==> config.mk <==
export PLATFORM = sky130hd
export DESIGN_NAME = cmp8
export DESIGN_NICKNAME = d
export VERILOG_FILES = /design/src/rtl/cmp8_pkg.sv /design/src/rtl/cmp_bit_slice.sv /design/src/rtl/cmp8.sv
export SDC_FILE = /design/constraint.sdc
export NUM_CORES = 1
export LEC_CHECK = 0
export CAP_MARGIN = 20
export CORE_AREA = 2 2 39 41
export DETAILED_ROUTE_END_ITERATION = 10
export DIE_AREA = 0 0 41 43
export GPL_ROUTABILITY_DRIVEN = 0
export REMOVE_ABC_BUFFERS = 1
export SETUP_SLACK_MARGIN = 0.4
export SLEW_MARGIN = 20
export SYNTH_ARGS = -nofsm -noshare
export SYNTH_HDL_FRONTEND = slang
export SYNTH_SLANG_ARGS = --single-unit
==> constraint.sdc <==
create_clock -name clk -period 2.1 [get_ports clk]
set_input_delay 0.63 -clock clk [delete_from_list [all_inputs] [get_ports clk]]
set_output_delay 0.63 -clock clk [all_outputs]
set_load 0.05 [all_outputs]
==> src/rtl/cmp8_pkg.sv <==
// Shared types and constants for the cmp8 magnitude comparator.
package cmp8_pkg;

   localparam int unsigned CMP_WIDTH = 8;

   // Comparator result flags, one-hot outside reset.
   typedef struct packed {
      logic gt;
      logic eq;
      logic lt;
   } cmp_flags_t;

   // All flags clear: only legal while (or just after) reset.
   localparam cmp_flags_t FLAGS_RST = 3'b000;

endpackage : cmp8_pkg

==> src/rtl/cmp_bit_slice.sv <==
// Single-bit cell of an MSB-first magnitude compare cascade.
module cmp_bit_slice (
   input  logic gt_in,
   input  logic eq_in,
   input  logic a_bit,
   input  logic b_bit,
   output logic gt_out,
   output logic eq_out
);

   // A higher bit already decided "greater", or all higher bits equal and this bit has a=1, b=0.
   always_comb begin
      gt_out = gt_in | (eq_in & a_bit & ~b_bit);
      eq_out = eq_in & ~(a_bit ^ b_bit);
   end

endmodule : cmp_bit_slice

==> src/rtl/cmp8.sv <==
// Unsigned magnitude comparator with registered, one-hot gt/eq/lt flags.
module cmp8
   import cmp8_pkg::*;
#(
   parameter int unsigned WIDTH = CMP_WIDTH
) (
   input  logic             clk,
   input  logic             rst,
   input  logic [WIDTH-1:0] a,
   input  logic [WIDTH-1:0] b,
   output logic             i,
   output logic             j,
   output logic             k
);

   // Cascade links: index WIDTH is the seed above the MSB, index 0 is the final result.
   logic [WIDTH:0] gt_chain;
   logic [WIDTH:0] eq_chain;
   cmp_flags_t     flags_c;
   cmp_flags_t     flags_q;

   assign gt_chain[WIDTH] = 1'b0;
   assign eq_chain[WIDTH] = 1'b1;

   for (genvar n = WIDTH - 1; n >= 0; n--) begin : g_slice
      cmp_bit_slice u_slice (
         .gt_in  (gt_chain[n+1]),
         .eq_in  (eq_chain[n+1]),
         .a_bit  (a[n]),
         .b_bit  (b[n]),
         .gt_out (gt_chain[n]),
         .eq_out (eq_chain[n])
      );
   end

   // Derive less-than from the cascade result.
   always_comb begin
      flags_c    = FLAGS_RST;
      flags_c.gt = gt_chain[0];
      flags_c.eq = eq_chain[0];
      flags_c.lt = ~gt_chain[0] & ~eq_chain[0];
   end

   // Output register; reset wins over the compare result.
   always_ff @(posedge clk) begin
      if (rst) begin
         flags_q <= FLAGS_RST;
      end else begin
         flags_q <= flags_c;
      end
   end

   assign i = flags_q.gt;
   assign j = flags_q.eq;
   assign k = flags_q.lt;

endmodule : cmp8

; ---- Word level (Yosys, flattened, before mapping)
; Cells that the tools add are included.
[op_classes]
n_bitwise = 56
[ops]
columns = cell, count
row1 = $and A1 B1 Y1, 23
row2 = $not A1 Y1, 18
row3 = $xor A1 B1 Y1, 8
row4 = $or A1 B1 Y1, 7
[totals]
inputBits = 18
register_bits = 3
wordCells = 59
out_inout_bits = 3

; ---- Longest topological paths before layout
[depth]
word_depth = 13
mapped_depth = 6

; ---- Modules after synthesis
; A second synthesis with hierarchy kept.
[unflattened]
cells_unflattened = 40
hier_area_um2 = 300.3
[modules_own_cells]
columns = mod, cells_per_inst, n_inst, seq_area_each_um2, area_per_inst_um2
row1 = cmp_bit_slice, 4, 8, 0.0, 26.3
row2 = cmp8, 8, 1, 60.1, 90.1

; ---- Worst setup path before layout
; Ideal clock, no wire load.
[synth_path]
path_type = input -> register
start = input b[7]
end = register flags_q (netlist bit k)
arrival_time_ps = 1588
n_path_buf = 0
required_time_ps = 1984
cell_stages = 6
setup_slack_ps = 397
cell_sequence = inv_1 -> ha_1 -> nand3_1 -> nor4_4 -> a21oi_1 -> and3_1
[synth_via]
elab_chain_cells = 13
[synth_rtl]
columns = element, line_no
row1 = from (decl), cmp8.sv:10  ; input logic [WIDTH-1:0] b,
row2 = $xor A1 B1 Y1, cmp_bit_slice.sv:14  ; eq_out = eq_in & ~(a_bit ^ b_bit);
row3 = $not A1 Y1, cmp_bit_slice.sv:14
row4 = "$and A1 B1 Y1, on equally long branches (2 in series)", "cmp_bit_slice.sv:13, cmp_bit_slice.sv:14"
row5 = "$or A1 B1 Y1, or another cell as far along (4 in series)", cmp_bit_slice.sv:13  ; gt_out = gt_in | (eq_in & a_bit & ~b_bit);
row6 = $or A1 B1 Y1 / $and A1 B1 Y1 (equally long branches) (2 in series), cmp_bit_slice.sv:13
row7 = $or A1 B1 Y1, cmp_bit_slice.sv:13
row8 = $not A1 Y1, cmp8.sv:41  ; flags_c.lt = ~gt_chain[0] & ~eq_chain[0];
row9 = $and A1 B1 Y1 (*), cmp8.sv:41
row10 = to (signal assigned), cmp8.sv:49  ; flags_q <= flags_c;
row11 = to (decl), cmp8.sv:20  ; cmp_flags_t flags_q;
; Mark *: on every way between the ends. The rest lies on a longest branch, timed or not.
; A chain may end at the register's enable or synchronous reset.

; ---- Worst setup path in the final report
[layout_path]
start = register flags_q (netlist bit i)
end = output i
[layout_lines]
columns = element, line_no
row1 = to (decl), cmp8.sv:11  ; output logic i,
; No word-level cell between the ends.

==> flow_summary.toml <==
[outcome]
status = "complete, no violations"

[drt]
final_antenna_net_count = 0
drtIter0Drc = 2
firstDrtPassIters = 2
drcViolationCount = 0
post_drt_wl_per_cell_um = 9.18
via_per_inst = 4.19
vias = 310
routed_wl_um = 679

[global_route]
overflow = 0
first_global_vias = 312
grt_max_degree = 4
antenna_found_initial = 0
grt_pass1_wl_um = 1140
grt_usage_pct = 10.0

[floorplan]
start_util_pct = 20.6
die_area_mm2 = 0.00176
rows = 14
io_pins = 21
die_w_um = 41
coreArea_mm2 = 0.00138
die_h_um = 43

[power_and_ir_drop]
leakage_nw = 0.277
p_total_uw = 271
peakVddDrop_mv = 0.104
power_density_mw_per_mm2 = 451

[setup_path]
worstPathRequired_ns = 1.47
crit_path_max_fanout = 1
arrival_ns = 1.01
cpPeakStageDelay_ns = 0.48
crit_buf_inv = 1
worstPathCellList = "clkdlybuf4s15_1"
setup.worst_path.class = "reg2out"
cp.depth = 1
slowest_stage = "clkdlybuf4s15_1"
startpoint_type = "register"
setup.worst_path.end_class = "primary output"
crit_family = "buffers and inverters"

[sta]
rsz0062_at_grt = "no"
fmax_ghz = 0.610
fin_tns_setup_ns = 0
tightest_slew_ns = 0.479
period_needed_ns = 1.64
relSlewSlack_pct = 68.2
slew_violations = 0
setup_viol = 0
hold_viol = 0
setup_ws_ns = 0.462
min_period_over_period_pct = 78.0

[clock_network]
clkTransAtPathRegs_ns = 0.04
cts_buffer_depth = 2
clock-sinks = 3
cts-root-buf = "clkbuf_4"
cts_hold_buf = 0
cts_made_buffers = 3
h-tree-depth = 1
cts_tree = "built"

[yosys]
synth_cells = 33
syn_area_per_cell_um2 = 8.64
async_reset_ff_share_pct = 0
synth_edf_count = 0
ys_seq_area_share_pct = 21.1
synth_flop_cell = "dfxtp_1"
syn-cell-area_um2 = 285
synth_area_leader_cell = "dfxtp_1"
ys_warn_count = 0
synthTopCellsByArea = "dfxtp_1, xnor2_1, xor2_1"
ys_top_cells_by_count = "inv_1, nand2b_1, dfxtp_1, xnor2_1, xor2_1"
yosys.area.top_type_share_pct = 21.1
yosysUniqueCellTypes = 18
ys_seq_elements = 3

[layout]
diodes = 0
fin_util_pct = 43.5
fillerInstances = 148
final_nets = 78
final_layout_size_suffix_gt1_share_pct = 43.1
area_growth_pct = 111

[place]
dp_slack_ns = -0.153
hpwl_um = 480
port_buffers = 20

[hold_path]
hold_class = "in2reg"
holdPathStages = 4

[flow_run]
drv_cap = 0
[power by group]
| part | switching, mW | internal, mW | leakage (nW) |
|---|---|---|---|
| clock | 0.0276 | 0.0711 | 0.0150 |
| sequential | 0.000774 | 0.0609 | 0.0247 |
| combinational | 0.0549 | 0.0562 | 0.237 |
| total | 0.0832 | 0.188 | 0.277 |
[cell usage in the layout (no fill, tap or decap)]
| cell | instances |
|---|---|
| nor2b_1 | 1 |
| clkdlybuf4s50_1 | 3 |
| a21oi_1 | 1 |
| clkdlybuf4s15_1 | 3 |
| nand2b_4 | 2 |
| a31oi_1 | 1 |
| a21oi_2 | 1 |
| o21ai_2 | 1 |
| xor2_2 | 1 |
| xnor2_2 | 3 |
| ha_4 | 1 |
| nand3b_1 | 1 |
| inv_1 | 3 |
| clkbuf_1 | 1 |
| nor4_4 | 1 |
| nand3_4 | 2 |
| dfxtp_1 | 3 |
| clkbuf_4 | 3 |
| clkbuf_2 | 5 |
| nor3b_1 | 1 |
| dlygate4sd2_1 | 7 |
| buf_4 | 1 |
| nand2b_2 | 1 |
| xor2_1 | 2 |
| dlymetal6s2s_1 | 2 |
| maj3_2 | 2 |
| nand2b_1 | 2 |
| inv_2 | 1 |
| maj3_1 | 1 |
| and3_1 | 1 |
[final timing paths]
| check | start | end | slack, ns |
|---|---|---|---|
| max | i | i | 0.46 |
| min | a[7] | i | 0.86 |
[state kept, by name (all words and copies together) (netlist names)]
signal	cells
i	1
j	1
k	1
[kinds of logic after synthesis]
family,share of synthesized area [%]
xor gates and xnor gates,18.4
adders and majority gates,15.4
buffers and inverters,5.26
AOI/OAI and AO/OA,7.46
and+or+nand+nor,32.5
DFF,21.1
[layout make-up]
cell class	count	area, um2	share of cell area (%)
multi-input cells	26	302	50.1
flip-flops and latches	3	60.1	9.98
inverters	4	15.0	2.49
clock buffers	4	26.3	4.37
well taps	16	20.0	3.33
repair buffers	21	179	29.7
[metal layers]
metal	global-route usage [%]	up-vias	wire, um
li1	-	159	-
met2	14.7	15	357
met4	8.00	0	0
met1	11.2	136	256
met3	3.14	0	65
met5	0	-	0
[through the flow]
| step | std cells | hold WS (ns) | cell area, um2 |
|---|---|---|---|
| final | 74 | 0.860 | 602 |
| after global routing | 74 | 0.866 | 602 |
| after CTS | 74 | 0.990 | 597 |
| after detailed placement | 69 | 1.27 | 505 |
| after global placement | 69 | 1.25 | 505 |
| after floorplan | 33 | 0.699 | 285 |
[what timing repair did]
item / CTS / global route
setup endpoints to repair: 6 / 6
pin swaps: 6 / 9
buffers inserted: 1 / 0
gates resized for setup: 29 / 17
endpoints found under the hold margin: 0 / 0
No activity file was read; power rests on OpenSTA's default activity.
